--- src/rtl/muldiv_iter.sv ---
// muldiv_iter: iterative RV32M/RV64M multiply/divide unit.
//
// Sits beside the EXE-stage ALU. A request is accepted only in IDLE; the
// result is presented on resp_valid_o/result_o and held until resp_ready_i.
// busy_o is high whenever an operation is in flight (state != IDLE).
//
// Optional feature (compile-time macro): MULDIV_EARLY_OUT_EN
//   When defined, a division whose dividend magnitude is below the divisor
//   magnitude skips the iterative loop (quotient 0, remainder = dividend).
//
// Parameters:
//   XLEN       - datapath width, 32 or 64
//   DIV_BITS   - quotient bits retired per divider cycle, 1/2/4
//   MUL_STAGES - registered stages in the multiplier path, 1..3
//
// Ports:
//   clk          - clock
//   rst_n        - asynchronous active-low reset
//   flush_i      - kill in-flight op (synchronous, wins over handshakes)
//   req_valid_i  - request valid
//   req_ready_o  - unit idle and able to accept
//   op_i         - funct3: MUL,MULH,MULHSU,MULHU,DIV,DIVU,REM,REMU
//   word_i       - RV64 W variant (ignored when XLEN=32)
//   opr1_i       - rs1 value
//   opr2_i       - rs2 value
//   resp_valid_o - result valid
//   resp_ready_i - consumer accepts result
//   result_o     - result
//   busy_o       - operation in flight
`timescale 1ns/1ps
module muldiv_iter #(
    parameter int unsigned XLEN       = 32,
    parameter int unsigned DIV_BITS   = 1,
    parameter int unsigned MUL_STAGES = 1
) (
    input  logic            clk,
    input  logic            rst_n,
    input  logic            flush_i,
    input  logic            req_valid_i,
    output logic            req_ready_o,
    input  logic [2:0]      op_i,
    input  logic            word_i,
    input  logic [XLEN-1:0] opr1_i,
    input  logic [XLEN-1:0] opr2_i,
    output logic            resp_valid_o,
    input  logic            resp_ready_i,
    output logic [XLEN-1:0] result_o,
    output logic            busy_o
);

    typedef enum logic [2:0] {S_IDLE, S_MUL, S_DIV, S_FIX, S_DONE} state_e;

    localparam int unsigned PW       = 2 * XLEN;
    localparam logic [6:0]  MUL_LAST = 7'(MUL_STAGES - 1);
    localparam logic [6:0]  ITER_X   = 7'(XLEN / DIV_BITS - 1);
    localparam logic [6:0]  ITER_W   = 7'(32 / DIV_BITS - 1);

    function automatic logic [XLEN-1:0] sext32(input logic [31:0] x);
        return XLEN'($signed(x));
    endfunction

    function automatic logic [XLEN-1:0] zext32(input logic [31:0] x);
        return XLEN'(x);
    endfunction

    state_e          state_q, state_d;
    logic [2:0]      op_q, op_d;
    logic            word_q, word_d;
    logic [6:0]      cnt_q, cnt_d;
    logic [PW-1:0]   pipe_q [MUL_STAGES];
    logic [PW-1:0]   pipe_d [MUL_STAGES];
    logic [XLEN-1:0] q_q, q_d;           // dividend shifting out / quotient shifting in
    logic [XLEN-1:0] r_q, r_d;           // partial remainder
    logic [XLEN-1:0] d_q, d_d;           // divisor magnitude
    logic            qneg_q, qneg_d;
    logic            rneg_q, rneg_d;
    logic [XLEN-1:0] result_q, result_d;

    // ---------------- request front end (from inputs, used at accept) -------
    logic            word_eff;
    logic            a_sgn, b_sgn;
    logic [PW-1:0]   ma, mb, mul_full;
    logic            div_signed, a_neg, b_neg, div_zero, div_ovf;
    logic [XLEN-1:0] a_w, b_w, mag_a, mag_b, min_neg, q_init;

    assign word_eff = (XLEN == 64) && word_i;

    // Operands sign/zero-extended to 2*XLEN; the low 2*XLEN product bits are
    // then exact for every signedness combination.
    assign a_sgn    = ((op_i[1:0] == 2'd1) || (op_i[1:0] == 2'd2)) && opr1_i[XLEN-1];
    assign b_sgn    = (op_i[1:0] == 2'd1) && opr2_i[XLEN-1];
    assign ma       = {{XLEN{a_sgn}}, opr1_i};
    assign mb       = {{XLEN{b_sgn}}, opr2_i};
    assign mul_full = ma * mb;

    assign div_signed = ~op_i[0];
    assign a_w = word_eff ? (div_signed ? sext32(opr1_i[31:0]) : zext32(opr1_i[31:0])) : opr1_i;
    assign b_w = word_eff ? (div_signed ? sext32(opr2_i[31:0]) : zext32(opr2_i[31:0])) : opr2_i;
    assign a_neg    = div_signed & a_w[XLEN-1];
    assign b_neg    = div_signed & b_w[XLEN-1];
    assign mag_a    = a_neg ? (~a_w + XLEN'(1)) : a_w;
    assign mag_b    = b_neg ? (~b_w + XLEN'(1)) : b_w;
    assign div_zero = (b_w == '0);
    // Most-negative value of the active width, already sign-extended to XLEN.
    assign min_neg  = word_eff ? ({XLEN{1'b1}} << 31) : ({XLEN{1'b1}} << (XLEN - 1));
    assign div_ovf  = div_signed & (a_w == min_neg) & (b_w == '1);
    // W ops left-align the 32-bit dividend so the loop consumes its MSB first.
    assign q_init   = word_eff ? (mag_a << (XLEN - 32)) : mag_a;

    // ---------------- restoring divider step (DIV_BITS bits per cycle) ------
    logic [XLEN-1:0] step_q, step_r;
    logic [XLEN:0]   r_sh;

    always_comb begin
        step_q = q_q;
        step_r = r_q;
        r_sh   = '0;
        for (int unsigned i = 0; i < DIV_BITS; i++) begin
            r_sh   = {step_r, step_q[XLEN-1]};
            step_q = {step_q[XLEN-2:0], 1'b0};
            if (r_sh >= {1'b0, d_q}) begin
                r_sh      = r_sh - {1'b0, d_q};
                step_q[0] = 1'b1;
            end
            step_r = r_sh[XLEN-1:0];
        end
    end

    // ---------------- result selection ------------------------------------
    logic [PW-1:0]   mul_last;
    logic [XLEN-1:0] mul_sel, fix_raw, fix_val;

    assign mul_last = pipe_q[MUL_STAGES-1];
    // MULH/MULHSU/MULHU ignore word_q: only MUL has a W form.
    assign mul_sel  = (op_q[1:0] != 2'b00) ? mul_last[PW-1:XLEN] :
                      word_q ? sext32(mul_last[31:0]) : mul_last[XLEN-1:0];
    assign fix_raw  = op_q[1] ? (rneg_q ? (~r_q + XLEN'(1)) : r_q)
                              : (qneg_q ? (~q_q + XLEN'(1)) : q_q);
    assign fix_val  = word_q ? sext32(fix_raw[31:0]) : fix_raw;

    // ---------------- next-state logic ------------------------------------
    always_comb begin
        state_d  = state_q;
        op_d     = op_q;
        word_d   = word_q;
        cnt_d    = cnt_q;
        pipe_d   = pipe_q;
        q_d      = q_q;
        r_d      = r_q;
        d_d      = d_q;
        qneg_d   = qneg_q;
        rneg_d   = rneg_q;
        result_d = result_q;

        case (state_q)
            S_IDLE: begin
                if (req_valid_i) begin
                    op_d   = op_i;
                    word_d = word_eff;
                    cnt_d  = '0;
                    if (!op_i[2]) begin
                        pipe_d[0] = mul_full;
                        state_d   = S_MUL;
                    end else begin
                        d_d     = mag_b;
                        r_d     = '0;
                        q_d     = q_init;
                        qneg_d  = a_neg ^ b_neg;
                        rneg_d  = a_neg;
                        state_d = S_DIV;
                        // Corner cases preload the final values and go
                        // straight to FIX with sign correction disabled.
                        if (div_zero) begin
                            q_d = '1;  r_d = a_w;
                            qneg_d = 1'b0; rneg_d = 1'b0;
                            state_d = S_FIX;
                        end else if (div_ovf) begin
                            q_d = a_w; r_d = '0;
                            qneg_d = 1'b0; rneg_d = 1'b0;
                            state_d = S_FIX;
                        end
`ifdef MULDIV_EARLY_OUT_EN
                        else if (mag_a < mag_b) begin
                            q_d = '0;  r_d = a_w;
                            qneg_d = 1'b0; rneg_d = 1'b0;
                            state_d = S_FIX;
                        end
`endif
                    end
                end
            end
            S_MUL: begin
                for (int unsigned i = 1; i < MUL_STAGES; i++) begin
                    pipe_d[i] = pipe_q[i-1];
                end
                if (cnt_q == MUL_LAST) begin
                    result_d = mul_sel;
                    state_d  = S_DONE;
                end else begin
                    cnt_d = cnt_q + 7'd1;
                end
            end
            S_DIV: begin
                q_d = step_q;
                r_d = step_r;
                if (cnt_q == (word_q ? ITER_W : ITER_X)) begin
                    state_d = S_FIX;
                end else begin
                    cnt_d = cnt_q + 7'd1;
                end
            end
            S_FIX: begin
                result_d = fix_val;
                state_d  = S_DONE;
            end
            S_DONE: begin
                if (resp_ready_i) begin
                    state_d = S_IDLE;
                end
            end
            default: state_d = S_IDLE;
        endcase

        if (flush_i) begin
            state_d = S_IDLE;
        end
    end

    // ---------------- registers -------------------------------------------
    always_ff @(posedge clk or negedge rst_n) begin
        if (!rst_n) begin
            state_q  <= S_IDLE;
            op_q     <= '0;
            word_q   <= 1'b0;
            cnt_q    <= '0;
            for (int unsigned i = 0; i < MUL_STAGES; i++) begin
                pipe_q[i] <= '0;
            end
            q_q      <= '0;
            r_q      <= '0;
            d_q      <= '0;
            qneg_q   <= 1'b0;
            rneg_q   <= 1'b0;
            result_q <= '0;
        end else begin
            state_q  <= state_d;
            op_q     <= op_d;
            word_q   <= word_d;
            cnt_q    <= cnt_d;
            for (int unsigned i = 0; i < MUL_STAGES; i++) begin
                pipe_q[i] <= pipe_d[i];
            end
            q_q      <= q_d;
            r_q      <= r_d;
            d_q      <= d_d;
            qneg_q   <= qneg_d;
            rneg_q   <= rneg_d;
            result_q <= result_d;
        end
    end

    assign req_ready_o  = (state_q == S_IDLE);
    assign resp_valid_o = (state_q == S_DONE);
    assign busy_o       = (state_q != S_IDLE);
    assign result_o     = result_q;

endmodule

--- config.mk ---
export PLATFORM = sky130hd
export DESIGN_NAME = muldiv_iter
export DESIGN_NICKNAME = d
export VERILOG_FILES = /design/src/rtl/muldiv_iter.sv
export SDC_FILE = /design/constraint.sdc
export NUM_CORES = 2
export LEC_CHECK = 0
export CAP_MARGIN = 25
export CORE_MARGIN = 2
export CORE_UTILIZATION = 44
export DETAILED_ROUTE_END_ITERATION = 8
export GPL_TIMING_DRIVEN = 0
export PLACE_DENSITY = 0.62
export SYNTH_ARGS = -nofsm -noshare
export SYNTH_HDL_FRONTEND = slang
export SYNTH_SLANG_ARGS = --single-unit
export TNS_END_PERCENT = 100
--- constraint.sdc ---
create_clock -name clk -period 4.5 [get_ports clk]
set_input_delay 1.35 -clock clk [delete_from_list [all_inputs] [get_ports clk]]
set_output_delay 1.35 -clock clk [all_outputs]
set_load 0.005 [all_outputs]
==> results.rst <==
.. list-table::
   :header-rows: 1

   * - Metric
     - Value
   * - Crit path max-delay family
     - adder cells
   * - Insertion delay of the later-clocked pin in the worst-skew pair
     - between 0.5 and 0.6 ns
   * - Standard-cell row count
     - 125
   * - Pre-Repair DR Iteration Count
     - 6
   * - Post-route fraction of the period consumed by the critical path
     - 2.047
   * - Via count of the first global-routing pass
     - about 47,000
   * - Via total after detailed routing
     - 44,850
   * - Final hold violation count
     - 0
   * - Launch point of the worst hold path
     - mul_last[59]
   * - Chip height
     - 346.6 µm
   * - Top-area cell type share of the netlist area
     - 0.4365
   * - Cell count after synthesis
     - 5,920
   * - Hold Path Cell Cnt
     - 2
   * - Count of flip-flops with a built-in enable after synthesis
     - 0
   * - DRC marker count from the first detailed-route iteration
     - 4,439
   * - DRT antenna net count
     - 0
   * - Overflow after GRT
     - 0
   * - Area delta synth->final
     - 22.00%
   * - Die X
     - 346.6 µm
   * - Cell count after placement
     - 7,525
   * - Largest net degree at the start of global routing
     - 108
   * - Run status
     - finished with violations
   * - Ranking of synthesized cells by instance count
     - sky130_fd_sc_hd__inv_1, sky130_fd_sc_hd__fa_1, sky130_fd_sc_hd__nand2_1
   * - Cell type of the slowest stage on the worst timing path
     - sky130_fd_sc_hd__fa_2
   * - Setup repair after global routing missed its margin
     - yes
   * - Final nets
     - 7,692
   * - Initial cell density of the core
     - 0.4438
   * - Final setup margin
     - -4.713 ns
   * - Synthesized-area fraction occupied by and/or/nand/nor cells
     - 0.1535
   * - Cell types with the largest area share after synthesis
     - sky130_fd_sc_hd__fa_1, sky130_fd_sc_hd__dfrtp_1, sky130_fd_sc_hd__inv_1, sky130_fd_sc_hd__nand2_1, sky130_fd_sc_hd__ha_1
   * - Sequential cell area in the final layout
     - slightly above 5000 µm²
   * - Share of synthesized area spent on multiplexers
     - 0.007608
   * - Wire length per cell
     - 30.09 µm
   * - F_max
     - 108.5 MHz
   * - Startpoint of the worst setup timing path
     - op_i[1]
   * - Root buffer cell
     - sky130_fd_sc_hd__clkbuf_16
   * - Layout Skew
     - about 0.035 ns
   * - Number of ports placed on the die boundary
     - ~110
   * - Clock-pin slew on the worst setup and hold paths
     - 0.06 ns
   * - Largest area contributor in the synthesized netlist
     - sky130_fd_sc_hd__fa_1
   * - Total Die Area
     - 120,100 µm²
   * - Number of buffers created by CTS
     - 23
   * - Bufs and invs on worst path
     - 16
   * - Startpoint kind of the worst setup timing path
     - input port
   * - Cell Count, Final, Fillers Out
     - 7,802
   * - Cell variety after synth
     - 72
   * - Largest family of logic cells by synthesized area
     - adder cells
   * - YS warnings
     - 0
   * - Deepest level of the CTS H-tree
     - 1
   * - Sequential fraction of the synthesis area
     - 0.09983
   * - Vias per Instance
     - 5.749
   * - Syn_nets
     - 7,371
   * - Violated checks
     - negative setup slack
   * - FFs w/ async S/R, synth
     - 1.000
   * - Fraction of final layout cells sized beyond drive strength 1
     - 0.1721
   * - Wire length after detailed routing
     - 234.8 mm
   * - Global-route wire length before repair
     - 334.2 mm
   * - Final weighted congestion in routability-driven placement
     - 1.041
   * - DRC violations left
     - 0
   * - Antenna violations before repair
     - 17
   * - Critical path type
     - input port to flip-flop
   * - Gr usage total
     - 0.3947
   * - Cell type with the highest occurrence count on the critical path
     - sky130_fd_sc_hd__fa_2
   * - TritonCTS clock tree
     - built
   * - Average cell area after synthesis
     - roughly 8.7 µm²
   * - Arrival time at the worst endpoint
     - 9.63 ns
   * - Number of clock sinks seen by CTS
     - 206
   * - Required arrival time at the worst endpoint
     - 4.92 ns
   * - Area fraction in compound gates after synthesis
     - 0.08573
   * - Detail Placement HPWL
     - 188.7 mm
   * - Endpoint class of the critical path
     - flip-flop
   * - Number of failing setup endpoints in the final timing report
     - 72
   * - Crit. path cell count
     - 35
   * - Max capacitance violation total
     - 0
   * - Critical path peak fanout
     - 6
   * - Synth Flop Type
     - sky130_fd_sc_hd__dfrtp_1
   * - Yosys reg bits
     - 206
   * - Worst hold path type
     - flip-flop to flip-flop
   * - Count of input and output buffers
     - 68
   * - Placeable Area
     - 116,400 µm²
   * - Peak per-stage delay on the critical path
     - 0.71 ns
   * - Transition time at the pin with the least slew margin
     - about 1.2 ns
   * - Headroom to the max-slew limit
     - 0.2105
   * - Most common cell in the netlist
     - sky130_fd_sc_hd__inv_1
   * - Max Buffers Root-to-Sink
     - 3
   * - Final-report max-slew violation count
     - 0
   * - Final period demand of the worst path
     - 9.213 ns
   * - Reg2Reg Depth
     - 12
   * - Total area of multi-input combinational cells
     - around 44,000 µm²
   * - Post-Synthesis Cell Area
     - 51,640 µm²
   * - Filler cells
     - 10,700
   * - Share of synthesized cell area in full adder, half adder and majority cells
     - 0.4976
   * - Launch instance of the worst register-to-register path
     - r_q[2]
   * - Util after Layout
     - 0.5414
   * - XOR/XNOR share of the synthesized area
     - 0.03850
-- per-stage QoR --
| step | hold slack (ns) | setup TNS (ns) | area (µm²) | setup slack (ns) |
|---|---|---|---|---|
| 2_1_floorplan | 0.4436 | -171.49 | 53490 | -4.391 |
| 3_3_place_gp | 0.4603 | -1825.48 | 56080 | -7.579 |
| 3_5_place_dp | 0.4670 | -393.08 | 56270 | -7.546 |
| 4_1_cts | 0.4832 | -190.70 | 61610 | -4.606 |
| 5_1_grt | 0.4982 | -206.66 | 62950 | -4.874 |
| 6_report | 0.4762 | -197.02 | 63000 | -4.713 |
-- routing by layer --
layer  track usage  up-vias  wire length (µm)
met2        0.6100     2503            104200
li1              -    18540                 -
met4        0.3258        8             24350
met5             0        -                62
met3        0.1084      817             24480
met1        0.4592    22980             81720
-- final cells by class --
cell class,instances,share of cell area
flip-flops and latches,206,0.08183
clock inverters,10,0.001927
multi-input cells,4104,0.6918
diodes,21,0.0008342
well taps,1524,0.03027
inverters,1239,0.07458
repair buffers,310,0.04936
clock buffers,31,0.009931
plain buffers,357,0.05946
-- worst reg2reg max path, stage by stage, from the launching register on --
cell and delay (ns):
sky130_fd_sc_hd__dfrtp_1 0.48, sky130_fd_sc_hd__ha_1 0.42, sky130_fd_sc_hd__a21o_1 0.19, sky130_fd_sc_hd__a21oi_1 0.19
sky130_fd_sc_hd__nand3_1 0.20, sky130_fd_sc_hd__a311oi_2 0.41, sky130_fd_sc_hd__o21ai_1 0.29, sky130_fd_sc_hd__a21oi_1 0.37
sky130_fd_sc_hd__o21ai_0 0.29, sky130_fd_sc_hd__and2_1 0.27, sky130_fd_sc_hd__clkbuf_1 0.31, sky130_fd_sc_hd__a222oi_1 0.52
sky130_fd_sc_hd__o21ai_0 0.17
-- registers in the layout (all words and copies together) (netlist names) --
signal	flops
cnt_q	7
d_q	32
mul_last	64
op_q	2
q_q	32
qneg_q	1
r_q	32
result_o	32
rneg_q	1
state_q	3
-- worst paths after layout --
kind,to,slack [ns]
max reg2reg,r_q[26],0.24
min,mul_last[59],0.48
min in group asynchronous,cnt_q[5],0.81
max in group asynchronous,mul_last[23],2.56
max,mul_last[54],-4.71
min reg2reg,mul_last[59],0.48
-- timing repair --
item,CTS,global route
pin swaps,205,189
endpoints found under the setup margin,123,115
setup buffers,166,64
cloned,2,0
resized for setup,932,243
hold buffers,0,0
-- kinds of logic after synthesis --
group,count (synthesis)
AO/OA/AOI/OAI,719
XOR/XNOR,227
adder cells (fa/ha/maj),1378
buffers and inverters,1610
flip-flops,206
multiplexers,38
AND/OR/NAND/NOR,1742
-- cell usage in the layout (no fill, tap or decap), types with 33 or more instances in the layout --
cell type,netlist,routed
sky130_fd_sc_hd__o21ai_1,4,55
sky130_fd_sc_hd__ha_4,0,64
sky130_fd_sc_hd__nor2_1,165,153
sky130_fd_sc_hd__clkbuf_16,0,58
sky130_fd_sc_hd__fa_1,1126,1047
sky130_fd_sc_hd__clkbuf_8,0,69
sky130_fd_sc_hd__ha_1,252,185
sky130_fd_sc_hd__nand3_1,41,35
sky130_fd_sc_hd__buf_4,0,186
sky130_fd_sc_hd__nand2_1,1022,978
sky130_fd_sc_hd__inv_1,1239,1168
sky130_fd_sc_hd__clkbuf_1,279,93
sky130_fd_sc_hd__clkdlybuf4s50_1,0,39
sky130_fd_sc_hd__buf_12,0,40
sky130_fd_sc_hd__fa_2,0,79
sky130_fd_sc_hd__o21ai_0,241,163
sky130_fd_sc_hd__and2_1,318,298
sky130_fd_sc_hd__xor2_1,89,78
sky130_fd_sc_hd__buf_8,0,40
sky130_fd_sc_hd__buf_6,0,71
sky130_fd_sc_hd__a21oi_1,196,153
sky130_fd_sc_hd__dfrtp_1,206,206
sky130_fd_sc_hd__nand4_1,33,33
sky130_fd_sc_hd__xnor2_1,138,112
sky130_fd_sc_hd__a21o_1,52,51
sky130_fd_sc_hd__inv_2,0,58
Power is not shown: default switching activity piles up to over one toggle a cycle in this logic, so the estimate is an artifact.
